File: config.mk
export PLATFORM = sky130hd
export DESIGN_NAME = srt_post
export DESIGN_NICKNAME = d
export VERILOG_FILES = /design/src/rtl/srt_pkg.sv /design/src/rtl/srt_corr.sv /design/src/rtl/srt_post.sv
export SDC_FILE = /design/constraint.sdc
export NUM_CORES = 1
export LEC_CHECK = 0
export ABC_AREA = 1
export CAP_MARGIN = 20
export CORE_MARGIN = 2
export CORE_UTILIZATION = 35
export DETAILED_ROUTE_END_ITERATION = 7
export PLACE_DENSITY_LB_ADDON = 0.15
export SLEW_MARGIN = 0
export SYNTH_ARGS = -nofsm -noshare
export SYNTH_HDL_FRONTEND = slang
export SYNTH_SLANG_ARGS = --single-unit
export TNS_END_PERCENT = 1
File: constraint.sdc
create_clock -name clk -period 1.45 [get_ports clk]
set_clock_uncertainty 0.1 [all_clocks]
set_input_delay 0.29 -clock clk [delete_from_list [all_inputs] [get_ports clk]]
set_output_delay 0.29 -clock clk [all_outputs]
set_load 0.02 [all_outputs]
File: src/rtl/srt_pkg.sv
`default_nettype none
// ----------------------------------------------------------------------------
// srt_pkg : shared constants and FSM encoding for the SRT post-processor
// Rev 1.0
// ----------------------------------------------------------------------------
package srt_pkg;

    localparam int C_WID = 8;
    localparam int C_SW  = $clog2(C_WID);

    typedef enum logic [1:0] {
        IDLE  = 2'd0,
        CORR  = 2'd1,
        SHIFT = 2'd2,
        DONE  = 2'd3
    } srt_state_e;

endpackage
`default_nettype wire

File: src/rtl/srt_corr.sv
`default_nettype none
// ----------------------------------------------------------------------------
// srt_corr : combinational quotient select and remainder restore
// Rev 1.0
// ----------------------------------------------------------------------------
module srt_corr
    import srt_pkg::*;
#(
    parameter int WID = C_WID
) (
    input  logic [WID-1:0] i_rem,
    input  logic [WID-1:0] i_q,
    input  logic [WID-1:0] i_qm,
    input  logic [WID-1:0] i_dvsr,
    input  logic           i_dz,
    output logic [WID-1:0] o_quo,
    output logic [WID-1:0] o_rem
);

    logic w_neg;

    assign w_neg = i_rem[WID-1];

    // A negative final remainder means the last digit overshot: take Q-1
    // and add the divisor back to land in [0, dvsr).
    always_comb begin
        o_quo = i_q;
        o_rem = i_rem;
        if (i_dz) begin
            o_quo = '1;
        end else if (w_neg) begin
            o_quo = i_qm;
            o_rem = i_rem + i_dvsr;
        end
    end

endmodule
`default_nettype wire

File: src/rtl/srt_post.sv
`default_nettype none
// ----------------------------------------------------------------------------
// srt_post : SRT divider post-processing (correction + remainder denormalise)
// Rev 1.0
// ----------------------------------------------------------------------------
module srt_post
    import srt_pkg::*;
#(
    parameter int WID = C_WID,
    parameter int SW  = $clog2(WID)
) (
    input  logic           clk,
    input  logic           rstn,
    input  logic           in_valid,
    output logic           in_ready,
    input  logic [WID-1:0] rem_i,
    input  logic [WID-1:0] q_i,
    input  logic [WID-1:0] qm_i,
    input  logic [WID-1:0] dvsr_i,
    input  logic [SW-1:0]  shift_i,
    input  logic           dz_i,
    output logic           out_valid,
    input  logic           out_ready,
    output logic [WID-1:0] quo_o,
    output logic [WID-1:0] rem_o,
    output logic           dz_o
);

    srt_state_e     r_state;
    srt_state_e     w_state_next;

    logic [WID-1:0] r_rem_in;
    logic [WID-1:0] r_q;
    logic [WID-1:0] r_qm;
    logic [WID-1:0] r_dvsr;
    logic [SW-1:0]  r_shift;
    logic           r_dz;

    logic [WID-1:0] r_quo;
    logic [WID-1:0] r_rem;
    logic           r_dz_o;
    logic [SW-1:0]  r_cnt;

    logic [WID-1:0] w_quo;
    logic [WID-1:0] w_rem;
    logic           w_skip_shift;

    srt_corr #(
        .WID (WID)
    ) u_corr (
        .i_rem  (r_rem_in),
        .i_q    (r_q),
        .i_qm   (r_qm),
        .i_dvsr (r_dvsr),
        .i_dz   (r_dz),
        .o_quo  (w_quo),
        .o_rem  (w_rem)
    );

    assign w_skip_shift = r_dz || (r_shift == '0);

    always_ff @(posedge clk or negedge rstn) begin
        if (!rstn) begin
            r_state <= IDLE;
        end else begin
            r_state <= w_state_next;
        end
    end

    always_comb begin
        w_state_next = r_state;
        case (r_state)
            IDLE:    if (in_valid) w_state_next = CORR;
            CORR:    w_state_next = w_skip_shift ? DONE : SHIFT;
            SHIFT:   if (r_cnt == SW'(1)) w_state_next = DONE;
            DONE:    if (out_ready) w_state_next = IDLE;
            default: w_state_next = IDLE;
        endcase
    end

    always_ff @(posedge clk or negedge rstn) begin
        if (!rstn) begin
            r_rem_in <= '0;
            r_q      <= '0;
            r_qm     <= '0;
            r_dvsr   <= '0;
            r_shift  <= '0;
            r_dz     <= 1'b0;
            r_quo    <= '0;
            r_rem    <= '0;
            r_dz_o   <= 1'b0;
            r_cnt    <= '0;
        end else begin
            case (r_state)
                IDLE: begin
                    if (in_valid) begin
                        r_rem_in <= rem_i;
                        r_q      <= q_i;
                        r_qm     <= qm_i;
                        r_dvsr   <= dvsr_i;
                        r_shift  <= shift_i;
                        r_dz     <= dz_i;
                    end
                end
                CORR: begin
                    r_quo  <= w_quo;
                    r_rem  <= w_rem;
                    r_dz_o <= r_dz;
                    if (!w_skip_shift) begin
                        r_cnt <= r_shift;
                    end
                end
                SHIFT: begin
                    // Logical shift: the remainder is non-negative after restore.
                    r_rem <= r_rem >> 1;
                    r_cnt <= r_cnt - SW'(1);
                end
                default: ;
            endcase
        end
    end

    assign in_ready  = (r_state == IDLE);
    assign out_valid = (r_state == DONE);
    assign quo_o     = r_quo;
    assign rem_o     = r_rem;
    assign dz_o      = r_dz_o;

endmodule
`default_nettype wire

# After elaboration in Yosys (flattened, before gate mapping)
# Index checks and enable logic that the tools add are counted.
# Widths: inputs -> output; s select.
# totals
register_bits,58
input_bits,40
out_inout_bits,19
wordCells,40
# classes
addsub,2
eq_ne,8
mux,12
n_reduce_logical,7
# op_table
op,n
$mux 8,4
$pmux 8 s2,1
$add 8x8->8,1
$pmux 2 s4,1
$mux 2,3
$ne 2x2->1 const B,3
$pmux 3 s2,1
$eq 2x2->1 const B,2
$reduce_and 2->1,2
$eq 3x1->1 const B,1
$logic_not 3->1,1
$mux 3,1
$reduce_and 3->1,1
$sub 3x1->3 const B,1
$eq 2x1->1 const B,1
$logic_not 2->1,1
$ne 2x1->1 const B,1
$reduce_bool 2->1,1
$logic_or 1x1->1,1
$mux 1,1

# Logic depth before layout (Yosys ltp)
# Gate-level depths: netlist of the first run.
# depth
word_depth,4
ltp_mapped,11
mapped_depth_nobuf,11

# Modules after synthesis
# A second synthesis of the first run with hierarchy kept.
# hier_totals
cells_unflattened,338
hier_area_um2,3173.0
# by_module_without_submodules
module,instances,cells_per_inst,area_per_inst_um2,seq_area_each_um2
srt_post,1,225,2583.7,1451.4
srt_corr,1,113,589.3,0.0

# Worst setup path after synthesis of the first run
# OpenSTA, ideal clock, no wires.
# synth_timing
path_type,register -> register
from,reg r_state[0]
to,reg r_dvsr[2]
setup_ns,0.125
t_arrival_ns,1.444
required_time_ns,1.225
slack_ns,-0.219
stages_incl_launch_ff,6
n_path_buf,1
period_less_slack_ns,1.669
cell_sequence,dfrtp_1 > inv_1 > ha_1 > nand2_2 > buf_6 > mux2_4
# synth_via
elab_chain_cells,2
# synth_rtl
item,line,rtl
from (decl),srt_post.sv:29,srt_state_e r_state;
from (signal assigned),srt_post.sv:66,r_state <= w_state_next;
$logic_not 2->1,-,
net in_ready,srt_post.sv:15,"output logic in_ready,"
$reduce_and 2->1 (no source line),-,
to (signal assigned),srt_post.sv:100,r_dvsr <= dvsr_i;
to (decl),srt_post.sv:35,logic [WID-1:0] r_dvsr;
# The timed path passes the listed nets, and every way through them passes these cells.
# A chain may end at the register's enable or synchronous reset.

# Worst setup path in the final report of the first run
# layout_timing
from,reg r_rem_in[0]
to,reg r_rem[6] (netlist: rem_o[6])
# layout_via
elab_chain_cells,4
# layout_rtl
item,line,rtl
from (decl),srt_post.sv:32,logic [WID-1:0] r_rem_in;
from (signal assigned),srt_post.sv:97,r_rem_in <= rem_i;
$add 8x8->8,srt_corr.sv:33,o_rem = i_rem + i_dvsr;
$mux 8,srt_corr.sv:31,end else if (w_neg) begin
$mux 8,srt_corr.sv:29,if (i_dz) begin
$pmux 8 s2,srt_post.sv:94,case (r_state)
to (signal assigned),srt_post.sv:107,r_rem <= w_rem;
to (signal assigned),srt_post.sv:115,r_rem <= r_rem >> 1;
to (decl),srt_post.sv:40,logic [WID-1:0] r_rem;
# No other way between the ends.

==> results of run 1 <==
[stage by stage]
step	cells	worst slack [ns]	instance area, um^2	utilization
final	521	-0.200	4400	0.533
after global routing	521	-0.258	4400	0.533
after CTS	519	-0.198	4310	0.522
after detailed placement	502	-0.235	4000	0.484
after global placement	502	-0.209	4000	0.484
after floorplan	306	-0.0863	3030	-
[critical path, delay by kind of cell (launching register included)]
family	cells	cell delay, ns
buffers and inverters	2	0.11
adder cells (fa/ha/maj)	2	0.52
flip-flops	1	0.37
AND/OR/NAND/NOR	5	0.45
[repair_timing]
item / 4_1_cts / 5_1_grt
gates cloned: 0 / 1
hold buffers: 1 / 0
resized for setup: 48 / 33
setup buffers: 0 / 1
endpoints found under the hold margin: 58 / 0
setup endpoints to repair: 72 / 71
pin swaps: 1 / 4
[layout by cell type (no fill, tap or decap), types with 4 or more instances in the layout]
cell type        synthesis  final
nor2_1                  27     22
clkbuf_8                 0     10
ha_4                     0      7
clkdlybuf4s15_1          0     11
nand3_1                 14     13
a21oi_1                 17     15
a31oi_1                  9      9
o21ai_0                 15      8
nand2_1                 62     61
buf_6                    3      5
mux2_4                  26     26
inv_1                   34     29
buf_4                    3     36
nor2_2                   0      5
inv_2                    2      7
dfrtp_1                 58     58
o21ai_1                  2      9
ha_1                    13      4
clkdlybuf4s50_1          0     38
[metal layers]
| metal | up-vias | part of all wire | track usage |
|---|---|---|---|
| met1 | 1122 | 0.49 | 0.214 |
| met2 | 61 | 0.45 | 0.232 |
| li1 | 1216 | - | - |
| met3 | 9 | 0.040 | 0.0303 |
| met5 | - | 0 | 0 |
| met4 | 0 | 0.016 | 0.0704 |
[state kept, by name, summed over array words and instances (netlist names)]
name and flops:
dz_o 1, quo_o 8, r_cnt 3, r_dvsr 8
r_dz 1, r_q 8, r_qm 8, r_rem_in 8
r_shift 3, r_state 2, rem_o 8
[power breakdown]
group / switching, mW / internal (mW)
clock: 0.644 / 1.01
sequential: 0.604 / 2.47
combinational: 3.17 / 3.38
[cells by family after synthesis]
kind of cell / Yosys count
AO/OA/AOI/OAI: 48
AND/OR/NAND/NOR: 110
buffers and inverters: 46
adder cells (fa/ha/maj): 14
flip-flops: 58
multiplexers: 29
XOR/XNOR: 1
[worst paths after layout]
kind | end | slack [ns] | depth (start not counted)
hold reg to reg | r_cnt[1] | 0.39 | 2
setup reg to reg | rem_o[6] | -0.20 | 9
min in group clk | r_cnt[1] | 0.39 | 2
max in group asynchronous | r_dvsr[4] | 0.56 | 3
setup / recovery | rem_o[6] | -0.20 | 9
hold / removal | r_dvsr[5] | 0.39 | 3
[final cells by class]
| cell class | instances | area, um^2 |
|---|---|---|
| sequential | 58 | 1450 |
| tap | 105 | 131 |
| clock inverter | 5 | 77.6 |
| timing repair buffer | 102 | 951 |
| clock buffer | 11 | 141 |
| fill | 776 | 3860 |
| multi-input combinational | 202 | 1500 |
| inverter | 38 | 145 |
==> results.json, run 1 <==
{
  "outcome": "finished with violations",
  "violations": "setup timing",
  "htreeDepth": 3,
  "crit_path_max_incr_delay_ns": 0.37,
  "ys_seq_area_frac": 0.483,
  "nNetsFinal": 465,
  "crit_type": "reg -> reg",
  "hold_violations": 0,
  "total_power_mw": 11.3,
  "syn_to_final_growth_pct": 46.3,
  "viasPerCell": 4.62,
  "ir_drop_v": 0.000791,
  "synth_cells": 306,
  "ant_nets": 0,
  "diodes": 0,
  "grt_pass1_wl_um": 11600,
  "root_buffer": "clkbuf_8",
  "setup_ws_ns": -0.200,
  "hold_slack_ns": 0.388,
  "grt_pass1_vias": 2433,
  "setup_violations": 41,
  "worstMarginPinSlew_ns": 0.337,
  "async_flop_share": 1.00,
  "fmax_ghz": 0.606,
  "track_usage": 0.154,
  "synth-seq-cells": 58,
  "wl_per_cell_um": 13.4,
  "yosys_most_used_dff": "dfrtp_1",
  "clk_pin_slew_worst_paths_ns": 0.07,
  "cts_buffer_depth": 2,
  "cp-startpoint": "r_rem_in[0]",
  "end_kind": "register",
  "die_y_um": 96.7,
  "synth-xor-area-share": 0.00291,
  "overflow": 0,
  "worstSetupStartpointType": "register",
  "antenna_found_initial": 0,
  "r2r-start": "r_rem_in[0]",
  "hp-class": "in -> async",
  "synth_edf_count": 0,
  "rows": 33,
  "synth.top_cell.area_share": 0.483,
  "die_x_um": 96.7,
  "synth_mux_area_frac": 0.141,
  "synth_compound_area_frac": 0.0903,
  "finalSetupTns_ns": -4.67,
  "dr.pass1.iters": 4,
  "coreArea_um2": 8260,
  "finalCritPeriodShare": 1.14,
  "critical-path-slowest-cell": "dfrtp_1",
  "numCtsBuffers": 9,
  "cts_tree": "done",
  "synth_simple_gate_area_frac": 0.152,
  "crit_arrival_ns": 1.77,
  "cts.sinks": 58,
  "clk_latency_ns": 0.33,
  "rsz0062_at_grt": "yes",
  "p_leak_nw": 2.11,
  "route.detailed.drc": 0,
  "io_buffers": 58,
  "yosys.area_share.adder": 0.0607,
  "dieArea_um2": 9350,
  "power_density_nw_per_um2": 2560,
  "syn_avg_cell_area_um2": 9.83,
  "grt_max_degree": 59,
  "slew_violations": 0,
  "drive_above_1_share": 0.308,
  "wirelength_um": 6970,
  "synth.most_common_cell": "nand2_1",
  "drv_cap": 0,
  "syn_nets": 360,
  "synth_top_family_by_area": "simple AND/OR/NAND/NOR gates",
  "crit_required_ns": 1.57,
  "ys_top_cells_by_count": "nand2_1 (62), dfrtp_1 (58), inv_1 (34), nor2_1 (27), mux2_4 (26)",
  "synthesis.area_um2": 3010,
  "final.min_clock_period_ns": 1.65,
  "critPathMaxFanout": 3,
  "vias": 2408,
  "post-synth-top-area-cell": "dfrtp_1",
  "gp_congestion": 0.804,
  "io_pins": 59,
  "yosysWarnings": 0,
  "critical_path.cell_chain": "ha_2 > inv_2 > fa_2 > inv_2 > nand4_1 > nand4_1 > nand3_1 > nand2_1 > nand2_1",
  "maxSlewHeadroom": 0.774,
  "hpwl_um": 4820,
  "start_util": 0.364,
  "synth.area.top_cells": "dfrtp_1 (48%), mux2_4 (13%), nand2_1 (7.7%)",
  "drt_iter0_markers": 78,
  "synth_cell_types": 30
}
(Power assumes the default switching activity.)
==> run 2, diff against run 1 <==
--- a/config.mk
+++ b/config.mk
@@ -10,6 +10,7 @@
 export CORE_MARGIN = 2
 export CORE_UTILIZATION = 35
 export DETAILED_ROUTE_END_ITERATION = 7
+export DONT_BUFFER_PORTS = 1
 export PLACE_DENSITY_LB_ADDON = 0.15
 export SLEW_MARGIN = 0
 export SYNTH_ARGS = -nofsm -noshare
==> results.json, run 2 (synthesized netlist as in run 1, its figures left out) <==
{
  "p_leak_nw": 2.00,
  "vias": 2280,
  "grt_max_degree": 59,
  "drive_above_1_share": 0.322,
  "place_area_um2": 3420,
  "numCtsBuffers": 9,
  "p_sw_mw": 4.41,
  "sw_frac_of_total": 0.402,
  "viasPerCell": 4.62,
  "final_cell_mix": "nand2_1 (61), dfrtp_1 (58), buf_4 (38)",
  "crit_arrival_ns": 1.24,
  "nNetsFinal": 437,
  "maxSlewHeadroom": 0.777,
  "cts_hold_buf": 29,
  "htreeDepth": 3,
  "hold_violations": 58,
  "final.min_clock_period_ns": 1.63,
  "violations": "hold timing, setup timing",
  "fin_util": 0.500,
  "overflow": 0,
  "route.detailed.drc": 0,
  "r2r-start": "r_dvsr[0]",
  "finalCritPeriodShare": 1.12,
  "reg2reg_to": "rem_o[6]",
  "hp-class": "in -> async",
  "drv_cap": 0,
  "worstMarginPinSlew_ns": 0.332,
  "gp_congestion": 0.764,
  "p_int_mw": 6.57,
  "outcome": "finished with violations",
  "grt_pass1_vias": 2352,
  "cts_buffer_depth": 2,
  "cts_tree": "done",
  "r2r_setup_slack_ns": -0.15,
  "clockPowerShare": 0.154,
  "reg2regPathDepth": 9,
  "critPathMaxFanout": 3,
  "dieArea_um2": 9350,
  "slew_violations": 0,
  "track_usage": 0.163,
  "grt_pass1_wl_um": 12200,
  "clk_latency_ns": 0.33,
  "layout_commonest_cell": "nand2_1",
  "antenna_found_initial": 0,
  "power_density_nw_per_um2": 2660,
  "io_buffers": 0,
  "die_y_um": 96.7,
  "clk_pin_slew_worst_paths_ns": 0.07,
  "hpwl_um": 4850,
  "diodes": 0,
  "rows": 33,
  "ir_drop_v": 0.000999,
  "root_buffer": "clkbuf_8",
  "crit_type": "reg -> out",
  "die_x_um": 96.7,
  "coreArea_um2": 8260,
  "io_pins": 59,
  "syn_to_final_growth_pct": 37.3,
  "drt_iter0_markers": 81,
  "wl_per_cell_um": 14.4,
  "end_kind": "primary output",
  "fmax_ghz": 0.614,
  "setup_violations": 35,
  "crit_required_ns": 1.06,
  "cts.sinks": 58,
  "design_area_um2": 4130,
  "seqPwrFrac": 0.310,
  "dr.pass1.iters": 4,
  "setup_ws_ns": -0.180,
  "wirelength_um": 7100,
  "ant_nets": 0,
  "start_util": 0.364,
  "worstSetupStartpointType": "register",
  "hold_slack_ns": -0.455,
  "p_comb_frac": 0.537,
  "rsz0062_at_grt": "yes"
}
==> run 2: cell count changes in the layout (fill, tap and decap cells not counted), moves of 2 or more <==
cell / change
buf_2: -2
buf_4: +2
clkbuf_2: -3
clkdlybuf4s15_1: -11
clkdlybuf4s50_1: -38
clkinv_2: -2
clkinv_4: +3
dlygate4sd2_1: -3
dlygate4sd3_1: +28
nor2_1: +2
nor2_2: -2
==> run 2: worst max-delay path by stage <==
stage               cells after the start   startpoint        to  slack, ns
floorplan                              11  r_rem_in[0]  rem_o[4]      -0.09
global placement                        5   r_state[0]  rem_o[1]      -0.24
detailed placement                      5   r_state[0]  rem_o[1]      -0.24
CTS                                    11  r_rem_in[0]  rem_o[4]      -0.14
global route                            9    r_dvsr[0]  rem_o[6]      -0.24
finish                                  4   r_state[0]  in_ready      -0.18
==> run 2: layer usage <==
| layer | routed length [um] | GRT usage | part of all wire |
|---|---|---|---|
| met4 | 87 | 0.0520 | 0.012 |
| met3 | 372 | 0.0470 | 0.052 |
| met1 | 3570 | 0.232 | 0.50 |
| met2 | 3080 | 0.239 | 0.43 |
| met5 | 0 | 0 | 0 |
==> run 2: final cells by class <==
| type | instances | area (um^2) |
|---|---|---|
| clock inverters | 7 | 103 |
| clock buffers | 9 | 124 |
| multi-input cells | 202 | 1500 |
| fillers | 823 | 4130 |
| well taps | 105 | 131 |
| flip-flops and latches | 58 | 1450 |
| repair buffers | 74 | 672 |
| inverters | 38 | 145 |
==> run 2: power groups by stage <==
stage | sequential (mW) | clock [mW] | combinational, mW
global placement | 3.34 | 0 | 5.21
finish | 3.40 | 1.69 | 5.89
detailed placement | 3.35 | 0 | 5.25
global route | 3.51 | 1.82 | 6.70
floorplan | 3.18 | 0 | 3.60
CTS | 3.39 | 1.74 | 5.71
==> run 2: repair_timing <==
| action | 4_1_cts | 5_1_grt |
|---|---|---|
| buffers inserted | 2 | 2 |
| pin swaps | 3 | 4 |
| hold endpoints to repair | 87 | 58 |
| gates resized for setup | 20 | 17 |
| setup endpoints to repair | 50 | 53 |
==> run 2: critical path, stage by stage, from the launching register on <==
cell and delay, ns:
dfrtp_1 0.41, inv_2 0.13, ha_4 0.17, buf_6 0.09, buf_6 0.11
==> run 2: per-stage QoR <==
stage,power [mW],cells,TNS [ns],setup slack (ns)
5_1_grt,12.0,493,-3.67,-0.244
6_report,11.0,493,-1.42,-0.180
3_3_place_gp,8.55,444,-3.21,-0.243
3_5_place_dp,8.60,444,-3.13,-0.239
4_1_cts,10.8,491,-1.88,-0.136
2_1_floorplan,6.78,306,-1.79,-0.0863
